## src/rtl/tie_credit_out_port_if.sv

```systemverilog
// FIFO-to-link handshake bundle for the credit-based output port.
// The master side is the port stage; the slave side is the FIFO/link environment.
interface tie_credit_out_port_if #(
  parameter int unsigned DATA_WIDTH = 32
) ();

  logic [DATA_WIDTH-1:0] fifo_data;
  logic                  fifo_empty;
  logic                  fifo_rd_en;
  logic                  credit_in;
  logic [DATA_WIDTH-1:0] link_flit;
  logic                  link_valid;

  modport master (
    input  fifo_data,
    input  fifo_empty,
    input  credit_in,
    output fifo_rd_en,
    output link_flit,
    output link_valid
  );

  modport slave (
    output fifo_data,
    output fifo_empty,
    output credit_in,
    input  fifo_rd_en,
    input  link_flit,
    input  link_valid
  );

endinterface

```

## src/rtl/tie_credit_out_port.sv

```systemverilog
// Drains a fall-through FIFO onto an inter-router link under credit flow control,
// tracking head/body/tail framing and raising sticky protocol error flags.
module tie_credit_out_port #(
  parameter int unsigned DATA_WIDTH  = 32,
  parameter int unsigned CREDIT_BITS = 4,
  parameter int unsigned MAX_CREDITS = 8
) (
  input  logic                   clk,
  input  logic                   reset,
  input  logic                   i_on,
  tie_credit_out_port_if.master  port,
  output logic [CREDIT_BITS-1:0] o_credits,
  output logic                   o_pkt_active,
  output logic                   o_err_framing,
  output logic                   o_err_credit
);

  localparam logic [1:0] TYPE_BODY   = 2'b00;
  localparam logic [1:0] TYPE_HEAD   = 2'b01;
  localparam logic [1:0] TYPE_TAIL   = 2'b10;
  localparam logic [1:0] TYPE_SINGLE = 2'b11;

  localparam logic [CREDIT_BITS-1:0] CREDITS_MAX = CREDIT_BITS'(MAX_CREDITS);
  localparam logic [CREDIT_BITS-1:0] CREDITS_ONE = CREDIT_BITS'(1);

  typedef enum logic [0:0] {
    StIdle,
    StInPkt
  } state_e;

  state_e                  r_state;
  state_e                  w_state_next;
  logic [CREDIT_BITS-1:0]  r_credits;
  logic [CREDIT_BITS-1:0]  w_credits_next;
  logic [DATA_WIDTH-1:0]   r_link_flit;
  logic                    r_link_valid;
  logic                    r_err_framing;
  logic                    r_err_credit;

  logic                    w_pop;
  logic [1:0]              w_type;
  logic                    w_frame_err;
  logic                    w_credit_overflow;

  // Reset is folded in so the FIFO never sees a pop while the port is held.
  assign w_pop  = ~reset & i_on & ~port.fifo_empty & (r_credits != '0);
  assign w_type = port.fifo_data[DATA_WIDTH-1 -: 2];

  // Framing FSM: advances only on a pop, keyed by the type of the popped flit.
  always_comb begin
    w_state_next = r_state;
    w_frame_err  = 1'b0;
    if (w_pop) begin
      unique case (r_state)
        StIdle: begin
          case (w_type)
            TYPE_HEAD:   w_state_next = StInPkt;
            TYPE_SINGLE: w_state_next = StIdle;
            default:     w_frame_err  = 1'b1;
          endcase
        end
        StInPkt: begin
          case (w_type)
            TYPE_BODY:   w_state_next = StInPkt;
            TYPE_TAIL:   w_state_next = StIdle;
            TYPE_HEAD:   w_frame_err  = 1'b1;
            default: begin
              w_state_next = StIdle;
              w_frame_err  = 1'b1;
            end
          endcase
        end
        default: w_state_next = StIdle;
      endcase
    end
  end

  // A simultaneous pop and credit return cancel out.
  always_comb begin
    w_credits_next    = r_credits;
    w_credit_overflow = 1'b0;
    if (w_pop && !port.credit_in) begin
      w_credits_next = r_credits - CREDITS_ONE;
    end else if (!w_pop && port.credit_in) begin
      if (r_credits == CREDITS_MAX) begin
        w_credit_overflow = 1'b1;
      end else begin
        w_credits_next = r_credits + CREDITS_ONE;
      end
    end
  end

  always_ff @(posedge clk) begin
    if (reset) begin
      r_state       <= StIdle;
      r_credits     <= CREDITS_MAX;
      r_link_flit   <= '0;
      r_link_valid  <= 1'b0;
      r_err_framing <= 1'b0;
      r_err_credit  <= 1'b0;
    end else begin
      r_state      <= w_state_next;
      r_credits    <= w_credits_next;
      r_link_valid <= w_pop;
      if (w_pop) begin
        r_link_flit <= port.fifo_data;
      end
      if (w_frame_err) begin
        r_err_framing <= 1'b1;
      end
      if (w_credit_overflow) begin
        r_err_credit <= 1'b1;
      end
    end
  end

  assign port.fifo_rd_en = w_pop;
  assign port.link_flit  = r_link_flit;
  assign port.link_valid = r_link_valid;
  assign o_credits       = r_credits;
  assign o_pkt_active    = (r_state == StInPkt);
  assign o_err_framing   = r_err_framing;
  assign o_err_credit    = r_err_credit;

endmodule
```

## src/flat_wrapper.sv

```systemverilog
// flat-port wrapper written by rule: the top's interface ports become plain ports
module tie_credit_out_port_flat 
#(
  parameter int unsigned DATA_WIDTH  = 32,
  parameter int unsigned CREDIT_BITS = 4,
  parameter int unsigned MAX_CREDITS = 8
)
  (clk, reset, i_on, o_credits, o_pkt_active, o_err_framing, o_err_credit, port_fifo_data, port_fifo_empty, port_credit_in, port_fifo_rd_en, port_link_flit, port_link_valid);
  tie_credit_out_port_if #(.DATA_WIDTH(DATA_WIDTH)) port_i ();
  input  logic clk;
  input  logic reset;
  input  logic i_on;
  output logic [CREDIT_BITS-1:0] o_credits;
  output logic o_pkt_active;
  output logic o_err_framing;
  output logic o_err_credit;
  input wire logic [$bits(port_i.fifo_data)-1:0] port_fifo_data;
  input wire logic [$bits(port_i.fifo_empty)-1:0] port_fifo_empty;
  input wire logic [$bits(port_i.credit_in)-1:0] port_credit_in;
  output wire logic [$bits(port_i.fifo_rd_en)-1:0] port_fifo_rd_en;
  output wire logic [$bits(port_i.link_flit)-1:0] port_link_flit;
  output wire logic [$bits(port_i.link_valid)-1:0] port_link_valid;
  assign port_i.fifo_data = port_fifo_data;
  assign port_i.fifo_empty = port_fifo_empty;
  assign port_i.credit_in = port_credit_in;
  assign port_fifo_rd_en = port_i.fifo_rd_en;
  assign port_link_flit = port_i.link_flit;
  assign port_link_valid = port_i.link_valid;
  tie_credit_out_port #(.DATA_WIDTH(DATA_WIDTH), .CREDIT_BITS(CREDIT_BITS), .MAX_CREDITS(MAX_CREDITS)) u_core (.clk(clk), .reset(reset), .i_on(i_on), .port(port_i), .o_credits(o_credits), .o_pkt_active(o_pkt_active), .o_err_framing(o_err_framing), .o_err_credit(o_err_credit));
endmodule
```

## config.mk

```make
export PLATFORM = sky130hd
export DESIGN_NAME = tie_credit_out_port_flat
export DESIGN_NICKNAME = d
export VERILOG_FILES = /design/src/rtl/tie_credit_out_port_if.sv /design/src/rtl/tie_credit_out_port.sv /design/src/flat_wrapper.sv
export SDC_FILE = /design/constraint.sdc
export NUM_CORES = 1
export LEC_CHECK = 0
export BUFFER_PORTS_ARGS = -buffer_cell sky130_fd_sc_hd__buf_2
export CAP_MARGIN = 20
export CORE_MARGIN = 3
export CORE_UTILIZATION = 35
export CTS_CLUSTER_DIAMETER = 200
export DETAILED_ROUTE_END_ITERATION = 8
export GPL_TIMING_DRIVEN = 0
export PLACE_DENSITY = 0.66
export SLEW_MARGIN = 10
export SYNTH_ARGS = -nofsm -noshare
export SYNTH_HDL_FRONTEND = slang
export SYNTH_SLANG_ARGS = --single-unit
```

## constraint.sdc

```tcl
create_clock -name clk -period 2.6 [get_ports clk]
set_input_delay 0.13 -clock clk [delete_from_list [all_inputs] [get_ports clk]]
set_output_delay 0.13 -clock clk [all_outputs]
set_load 0.01 [all_outputs]
```

==> results.ini, run 1 <==
[run_status]
status=finished clean

[place]
dp.cells=318
dpl_worst_slack_ns=-0.129
place.gp.congestion=0.747
hpwl_microns=2740
io_buffers=76

[sta]
whs_ns=0.0730
fin_crit_sh_pct=95.5
hold_violations=0
drv_slew=0
setup_ws_ns=0.118
min_period_ns=2.48
clock_skew_ns=0.00809
setup_violations=0
clock.fmax_ghz=0.403
tightest_slew_ns=0.609
max_slew_margin_pct=59.1

[cts]
cts_tree=done
clock_latency_ns=0.29
cts_hold_buf=0
path_clk_slew_ns=0.08
cts-root-buf=clkbuf_8
cts.sink_count=40
h-tree-depth=2
cts_buffers=5
clk_path_buf_depth=2

[routing]
postRouteAntennaNets=0
drcViolationCount=0
routed_via_density=4.57
drt_iter0_markers=24
drt_wl_total_microns=3960
routedWlPerCell_microns=11.8
firstDrtPassIters=4
vias=1531

[grt]
grt_max_degree=13
antenna_found_initial=0
grt_usage_pct=13.9
grt_pass1_vias=1345
grt_first_pass_wirelength_microns=5890
grt_overflow=0

[layout]
filler_cell_count=430
fin_cells=335
nets=325
syn_to_final_growth_pct=44.6
antenna_cells=0
final-seq-area_sq_um=808
multi_input_area_sq_um=751
drive_above_1_share_pct=39.6

[die]
ios=78
die_area_sq_um=5360
initial_core_util_pct=37.9
die_w_microns=73.2
num_rows=23
dieHeight_microns=73.2
core_sq_um=4170

[logic_synthesis]
synth_cell_types=25
synth_nets=233
yosysSeqAreaShare_pct=50.7
ys_ff_latch=40
syn_inst=192
synth_xor_area_share_pct=2.22
avgSynthCellArea_sq_um=8.23
synthMuxAreaShare_pct=0
synth_compound_area_share_pct=16.2
synthArstFlopShare_pct=0
netlist_area_sq_um=1580
synth_ff_type=dfxtp_1
synth-simple-area-share_pct=21.9
synth_warnings=0
synthAdderAreaFrac_pct=3.17
synth_edf_count=0
synth_top_family_by_area=simple AND/OR/NAND/NOR gates

[critical_path]
r2r_slack_ns=0.12
cp.required_ns=2.76
cp.buffers_inverters=2
crit_chain=or3_4 > o21ai_4 > buf_6 > nor2_4 > inv_2 > ha_4 > or4b_4 > a2111oi_4 > a31oi_1
r2r_cells=9
start_kind=flip-flop
critPathTopFamily=simple AND/OR/NAND/NOR gates
r2r-end=u_core.o_credits[3]
crit_slowest_cell=or4b_4
endpoint_kind=flip-flop
critical_path_class=reg2reg
r2r-start=u_core.o_credits[0]
slowest_delay_ns=0.54
cp.arrival_ns=2.64
cp_max_fo=5

[hold_path]
min-delay-start=port_fifo_data[25]
hold_path.class=in2reg
hold_depth=3
min_to=u_core.port.link_flit[25]

[power_and_ir_drop]
p_leak_uw=0.00106
finalPower_uw=1390
vdd_ir_drop_max_mv=0.324
power.density_nw_per_um2=608

[job]
drv_cap=0

[cell type report]
| cell class | count | share of cell area [%] |
|---|---|---|
| clock buffers | 7 | 4.22 |
| well taps | 50 | 2.74 |
| multi-input cells | 136 | 32.9 |
| repair buffers | 86 | 19.9 |
| clock inverters | 1 | 1.31 |
| plain buffers | 11 | 2.90 |
| inverters | 4 | 0.657 |
| flip-flops and latches | 40 | 35.4 |
[cells in the mapped netlist (2+ instances only)]
library cell | n | share of area [%]
nor2_1 | 6 | 1.4
nor3b_1 | 3 | 1.4
a21oi_1 | 38 | 12
xnor2_1 | 2 | 1.1
a31oi_1 | 2 | 0.79
o21ai_0 | 2 | 0.63
buf_2 | 2 | 0.63
dfxtp_1 | 40 | 51
clkbuf_1 | 5 | 1.2
nand2_1 | 66 | 16
xor2_1 | 2 | 1.1
nor3_1 | 2 | 0.63
inv_1 | 4 | 0.95
buf_6 | 4 | 2.9
ha_1 | 4 | 3.2
[worst max path at each step]
stage	endpoint	slack, ns	startpoint	depth (start not counted)
2_1_floorplan	u_core.o_credits[2]	-0.01	u_core.o_credits[1]	12
3_3_place_gp	u_core.o_credits[2]	-0.13	u_core.o_credits[1]	12
3_5_place_dp	u_core.o_credits[2]	-0.13	u_core.o_credits[1]	12
4_1_cts	u_core.o_credits[2]	0.002	u_core.o_credits[1]	12
5_1_grt	u_core.o_credits[2]	-0.006	u_core.o_credits[2]	11
6_report	u_core.o_credits[3]	0.12	u_core.o_credits[0]	9
[layer usage]
layer  up-vias  track usage, %  share of wire [%]
li1        808               -                  -
met1       660            18.2                 45
met2        56            20.8                 44
met3         7            5.65                9.0
met4         0            4.51                1.2
met5         -               0                  0
[what timing repair did]
| action | in CTS | in global routing |
|---|---|---|
| buffers inserted | 1 | 9 |
| resized for setup | 0 | 10 |
| setup endpoints to repair | 2 | 2 |
| pin swaps | 1 | 5 |
[metrics by stage]
stage	setup TNS (ns)	instance area (sq um)	utilization [%]
6_report	0	2280	54.8
5_1_grt	-0.0107	2280	54.8
2_1_floorplan	-0.0105	1610	-
3_5_place_dp	-0.229	2050	49.2
3_3_place_gp	-0.208	2050	49.2
4_1_cts	0	2190	52.4
[power breakdown]
| group | internal, uW | switching, uW | total [uW] |
|---|---|---|---|
| combinational | 89.1 | 102 | 192 |
| clock | 339 | 203 | 542 |
| sequential | 641 | 14.7 | 656 |
[layout by cell type (no fill, tap or decap), drive strengths merged]
cell type	netlist	layout
a31oi	2	2
a2111oi	1	1
a21boi	1	1
o21ai	4	4
nor2b	1	1
inv	4	4
xnor2	2	2
nand2	66	66
nor3b	3	3
or4	1	1
ha	4	4
a21oi	38	38
nor2	6	6
nor3	2	2
xor2	2	2
clkbuf	5	12
or4b	1	1
buf	7	92
dfxtp	40	40
or3	1	1
bufinv	0	1
and3b	1	1
[logic make-up after synthesis]
group / count (synthesis)
xor gates and xnor gates: 4
AOI/OAI and AO/OA: 46
buffers and inverters: 16
adders and majority gates: 4
and+or+nand+nor: 82
DFF: 40
[state kept, by name, indices dropped and copies added, names as in the netlist]
signal	count
u_core.port.link_valid	1
u_core.o_err_credit	1
u_core.o_credits	4
u_core.port.link_flit	32
u_core.o_err_framing	1
u_core.o_pkt_active	1
[worst reg2reg max path: stages (launching register included)]
cell and delay (ns):
dfxtp_4 0.36, or3_4 0.40, o21ai_4 0.15, buf_6 0.14, nor2_4 0.05, inv_2 0.09, ha_4 0.20, or4b_4 0.54
a2111oi_4 0.35, a31oi_1 0.07
Power figures use the tool's default switching activity.
==> run 2: changes to the inputs <==
- CORE_MARGIN: 3 -> 2
- PLACE_DENSITY: 0.66 -> 0.76
==> run 2 against run 1 <==
Hold slack improved by 0.00075 ns. Sequential power about the same. Total power decreased by 9.4%. Largest cell class unchanged. Sequential share of layout area increased by 1.2 points. Cell count decreased by 0.90%. Worst setup slack got worse by 0.067 ns. Highest routed layer unchanged. Global-route usage increased by 1.1 points. Design area decreased by 3.4%. Via count increased by 2.7%. Register-to-register slack got worse by 0.07 ns.
==> results.ini, run 2 (same netlist as run 1, synthesis figures left out) <==
[run_status]
status=finished clean

[grt]
grt_max_degree=13  ; unchanged
grt_overflow=0  ; unchanged
grt_pass1_vias=1425  ; +5.9%
antenna_found_initial=0  ; unchanged
grt_usage_pct=15.0  ; +1.1 points
grt_first_pass_wirelength_microns=6130  ; +4.2%

[routing]
routed_via_density=4.73  ; +3.6%
drt_iter0_markers=31  ; +29%
firstDrtPassIters=4  ; unchanged
drt_wl_total_microns=3840  ; -2.9%
postRouteAntennaNets=0  ; unchanged
routedWlPerCell_microns=11.6  ; -2.0%
drcViolationCount=0  ; unchanged
vias=1572  ; +2.7%

[sta]
clock.fmax_ghz=0.392  ; -2.6%
tightest_slew_ns=0.587  ; -0.0220 ns
rsz0062_at_grt=yes
setup_violations=0  ; unchanged
max_slew_margin_pct=60.9  ; +1.8 points
whs_ns=0.0737  ; +0.000753 ns
clock_skew_ns=0.00764  ; -0.000454 ns
min_period_ns=2.55  ; +0.0672 ns
hold_violations=0  ; unchanged
drv_slew=0  ; unchanged
setup_ws_ns=0.0509  ; -0.0672 ns
fin_crit_sh_pct=98.0  ; +2.6 points

[cts]
clk_path_buf_depth=2  ; unchanged
cts-root-buf=clkbuf_8
h-tree-depth=2  ; unchanged
path_clk_slew_ns=0.08  ; about the same
cts_buffers=5  ; unchanged
clock_latency_ns=0.28  ; about the same
cts_tree=done
cts.sink_count=40  ; unchanged

[critical_path]
slowest_delay_ns=0.52  ; -0.02 ns
critical_path_class=reg2reg
crit_chain=or3_4 > o21ai_4 > nor2_4 > ha_4 > xor2_2 > ha_2 > a21oi_2 > xor2_1 > or4_1 > a21oi_2
crit_slowest_cell=or4_1
cp.buffers_inverters=0  ; -2
cp.required_ns=2.81  ; +0.05 ns
critPathTopFamily=simple AND/OR/NAND/NOR gates
cp_common_cell=a21oi_2
cp_max_fo=5  ; unchanged
endpoint_kind=flip-flop
cp.arrival_ns=2.76  ; +0.12 ns
start_kind=flip-flop

[power_and_ir_drop]
internal_power_uw=938  ; -12%
p_leak_uw=0.00102  ; -3.9%
power.density_nw_per_um2=571  ; -6.2%
clockPowerShare_pct=33.3  ; -5.7 points
p_sw_share_pct=25.5  ; +2.4 points
vdd_ir_drop_max_mv=0.259  ; -20%
switchingPower_uw=321  ; +0.11%
pwr-share-seq_pct=52.3  ; +5.1 points
pwr-share-comb_pct=14.5  ; +0.7 points

[hold_path]
hold_path.class=in2reg

[place]
dpl_worst_slack_ns=-0.184  ; -0.0550 ns
dp.cells=320  ; +0.63%
io_buffers=76  ; unchanged
hpwl_microns=2740  ; -0.11%
place.gp.congestion=0.824  ; +10%
place_area_sq_um=2060  ; +0.12%

[job]
drv_cap=0  ; unchanged

[layout]
fin_cells=332  ; -0.90%
final_area_sq_um=2210  ; -3.4%
drive_above_1_share_pct=38.9  ; -0.72 points
largest_register_ffs=32  ; unchanged
antenna_cells=0  ; unchanged
mostFrequentLayoutCell=buf_2
nets=320  ; -1.5%
final_cell_mix=78 x buf_2, 66 x nand2_1, 37 x dfxtp_1
syn_to_final_growth_pct=39.6
filler_cell_count=448  ; +4.2%

[die]
ios=78  ; unchanged
die_area_sq_um=5070  ; -5.4%
die_w_microns=71.2  ; -2.7%
dieHeight_microns=71.2  ; -2.7%
core_sq_um=4350  ; +4.3%
initial_core_util_pct=36.3  ; -1.6 points
num_rows=24  ; +4.3%

[run 2: stage by stage]
step           util [%]  power [uW]  setup TNS [ns]
6_report           50.7        1260               0
2_1_floorplan         -         771         -0.0105
4_1_cts            49.9        1270               0
5_1_grt            50.7        1330         -0.0561
3_5_place_dp       47.2         848          -0.321
3_3_place_gp       47.2         844          -0.250
[run 2: worst reg2reg max path, stage by stage, from the launching register on]
cell and delay, ns:
dfxtp_4 0.37, or3_4 0.41, o21ai_4 0.22, nor2_4 0.07, ha_4 0.21, xor2_2 0.17, ha_2 0.18, a21oi_2 0.11
xor2_1 0.08, or4_1 0.52, a21oi_2 0.15
[run 2: path summary, 6_finish.rpt]
| check | from | endpoint | slack (ns) | cells past startpoint |
|---|---|---|---|---|
| worst max-delay path | u_core.o_credits[0] | u_core.o_credits[2] | 0.05 | 10 |
| worst min-delay path | port_fifo_data[26] | u_core.port.link_flit[26] | 0.07 | 3 |
| worst max register to register | u_core.o_credits[0] | u_core.o_credits[2] | 0.05 | 10 |
| worst min register to register | u_core.port.link_flit[11] | u_core.port.link_flit[11] | 0.45 | 2 |
[run 2: repair_timing]
item	4_1_cts	5_1_grt
hold buffers	0	0
pin swaps	1	8
gates resized for setup	1	8
endpoints found under the setup margin	2	1
setup buffers	2	4
[run 2: layout make-up]
| class | instances | area, sq um | share of cell area [%] |
|---|---|---|---|
| plain buffers | 10 | 55.1 | 2.50 |
| clock inverters | 2 | 10.0 | 0.454 |
| well taps | 52 | 65.1 | 2.95 |
| repair buffers | 82 | 425 | 19.3 |
| inverters | 4 | 15.0 | 0.681 |
| flip-flops and latches | 40 | 807 | 36.6 |
| multi-input cells | 136 | 746 | 33.8 |
| clock buffers | 6 | 82.6 | 3.74 |
[run 2: per-layer routing]
layer / part of all wire, % / vias up / wire length (microns) / track usage, %
met4: 0.99 / 0 / 38 / 5.66
met1: 45 / 707 / 1730 / 18.8
met2: 46 / 55 / 1760 / 24.3
met5: 0 / - / 0 / 0
met3: 8.1 / 5 / 311 / 4.42
li1: - / 805 / - / -
[run 2: power by group through the flow]
stage | sequential, uW | combinational, uW | clock [uW]
finish | 658 | 182 | 419
global route | 661 | 205 | 467
CTS | 658 | 180 | 434
detailed placement | 672 | 176 | 0
global placement | 672 | 173 | 0
floorplan | 686 | 84.5 | 0
==> run 3: changes to the inputs <==
==> constraint.sdc (replaced) <==
create_clock -name clk -period 2.6 [get_ports clk]
set_input_delay 0.13 -clock clk [delete_from_list [all_inputs] [get_ports clk]]
set_output_delay 0.13 -clock clk [all_outputs]
set_load 0.05 [all_outputs]
==> run 3 against run 2 <==
Clock skew up 0.0021 ns. Combinational power rose by 50%. Via count down 2.4%. Largest power group unchanged.
==> results.ini, run 3 (same netlist as run 1, synthesis figures left out) <==
[sta]
finalSetupTns_ns=0  ; unchanged
drv_slew=0  ; unchanged
min_period_ns=2.46  ; -0.0868 ns
setup_ws_ns=0.138  ; +0.0868 ns
setup_violations=0  ; unchanged
fin_crit_sh_pct=94.7  ; -3.3 points
rsz0062_at_grt=no
tightest_slew_ns=0.594  ; +0.00661 ns
max_slew_margin_pct=60.1  ; -0.75 points
clock.fmax_ghz=0.406  ; +3.5%
hold_violations=0  ; unchanged
clock_skew_ns=0.00972  ; +0.00208 ns

[routing]
drt_iter0_markers=94  ; +200%
routed_via_density=4.64  ; -2.1%
drt_wl_total_microns=3810  ; -0.86%
drcViolationCount=0  ; unchanged
routedWlPerCell_microns=11.5  ; -0.56%
firstDrtPassIters=4  ; unchanged
vias=1535  ; -2.4%
postRouteAntennaNets=0  ; unchanged

[critical_path]
critical_path_class=reg2reg
cp.arrival_ns=2.61  ; -0.15 ns
cp_max_fo=8  ; +3
start_kind=flip-flop
r2r-start=u_core.o_credits[1]
cp.required_ns=2.75  ; -0.06 ns
endpoint_kind=flip-flop
worstSetupStartpoint=u_core.o_credits[1]

[die]
core_sq_um=4350  ; unchanged
initial_core_util_pct=36.3  ; unchanged
die_w_microns=71.2  ; unchanged
dieHeight_microns=71.2  ; unchanged
die_area_sq_um=5070  ; unchanged
num_rows=24  ; unchanged
ios=78  ; unchanged

[place]
dpl_worst_slack_ns=-0.0779  ; +0.106 ns
place.gp.congestion=0.746  ; -9.5%
io_buffers=76  ; unchanged
place_area_sq_um=2090  ; +1.5%
hpwl_microns=2770  ; +1.1%

[cts]
h-tree-depth=2  ; unchanged
cts.sink_count=40  ; unchanged
cts_hold_buf=0  ; unchanged
cts-root-buf=clkbuf_8
cts_tree=done
cts_buffers=5  ; unchanged
path_clk_slew_ns=0.09  ; about the same
clk_path_buf_depth=2  ; unchanged
clock_latency_ns=0.29  ; about the same

[layout]
largest_register_ffs=32  ; unchanged
final_area_sq_um=2240  ; +1.6%
final_cell_mix=78 x buf_2, 66 x nand2_1, 37 x a21oi_1
syn_to_final_growth_pct=41.9
mostFrequentLayoutCell=buf_2
nets=319  ; -0.31%
antenna_cells=0  ; unchanged
drive_above_1_share_pct=38.7  ; -0.22 points

[job]
drv_cap=0  ; unchanged

[power_and_ir_drop]
clockPowerShare_pct=36.7  ; +3.4 points
power.density_nw_per_um2=654  ; +15%
pwr-share-comb_pct=18.6  ; +4.1 points
switchingPower_uw=429  ; +34%
p_leak_uw=0.00103  ; +0.79%
vdd_ir_drop_max_mv=0.471  ; +82%
p_sw_share_pct=29.2  ; +3.8 points
finalPower_uw=1470  ; +16%
pwr-share-seq_pct=44.7  ; -7.6 points
internal_power_uw=1040  ; +11%

[run_status]
status=finished clean

[grt]
grt_max_degree=14  ; +1
grt_overflow=0  ; unchanged
grt_pass1_vias=1338  ; -6.1%
antenna_found_initial=0  ; unchanged
grt_usage_pct=15.2  ; +0.17 points
grt_first_pass_wirelength_microns=6150  ; +0.21%

[hold_path]
min-delay-start=port_fifo_data[0]
hold_path.class=in2reg

-- run 3: cell types whose count changed in the layout (fill, tap and decap cells not counted), moves of 2 or more --
cell      delta
buf_4        -3
clkinv_2     -2
buf_6        +2
dfxtp_4      +2
-- run 3: power groups by stage --
stage               Sequential [uW]  Clock [uW]  Combinational [uW]
CTS                             656         554                 273
detailed placement              671           0                 270
global route                    660         579                 295
floorplan                       774           0                88.7
finish                          656         537                 273
global placement                670           0                 268
-- run 3: timing repair --
| action | CTS | global route |
|---|---|---|
| hold endpoints to repair | 0 | 0 |
| gates resized for setup | 0 | 1 |
| setup buffers | 1 | 2 |
| setup endpoints to repair | 2 | 2 |
| pin swaps | 1 | 0 |
-- run 3: stage by stage --
stage	instances	hold WS, ns	util [%]
4_1_cts	329	0.0581	50.9
2_1_floorplan	192	0.266	-
3_5_place_dp	320	0.377	47.9
3_3_place_gp	320	0.372	47.9
5_1_grt	331	0.0623	51.5
6_report	331	0.0680	51.5
-- run 3: worst paths after layout --
check	cells after the start	endpoint	slack, ns
worst max-delay path	10	u_core.o_credits[3]	0.14
worst min-delay path	3	u_core.port.link_flit[0]	0.07
worst max register to register	10	u_core.o_credits[3]	0.14
worst min register to register	2	u_core.port.link_flit[19]	0.45
-- run 3: layer usage --
layer,GRT usage (%),part of all wire (%),up-vias
li1,-,-,799
met1,19.9,46,687
met2,24.0,47,49
met3,5.56,6.6,0
met4,3.14,0,0
met5,0,0,-
-- run 3: final cells by class --
cell class,instances,area (sq um)
clock buffers,6,82.6
clock inverters,2,38.8
repair buffers,79,403
flip-flops and latches,40,813
inverters,4,15.0
multi-input cells,136,747
well taps,52,65.1
fillers,435,2110
plain buffers,12,77.6
-- run 3: critical path, cell delays in order, from the launching register on --
cell       delay [ns]
dfxtp_4          0.35
buf_6            0.13
or3_4            0.34
o21ai_4          0.16
buf_6            0.13
nor2_4           0.05
inv_2            0.09
ha_4             0.22
or4b_4           0.51
a2111oi_4        0.30
a31oi_1          0.06
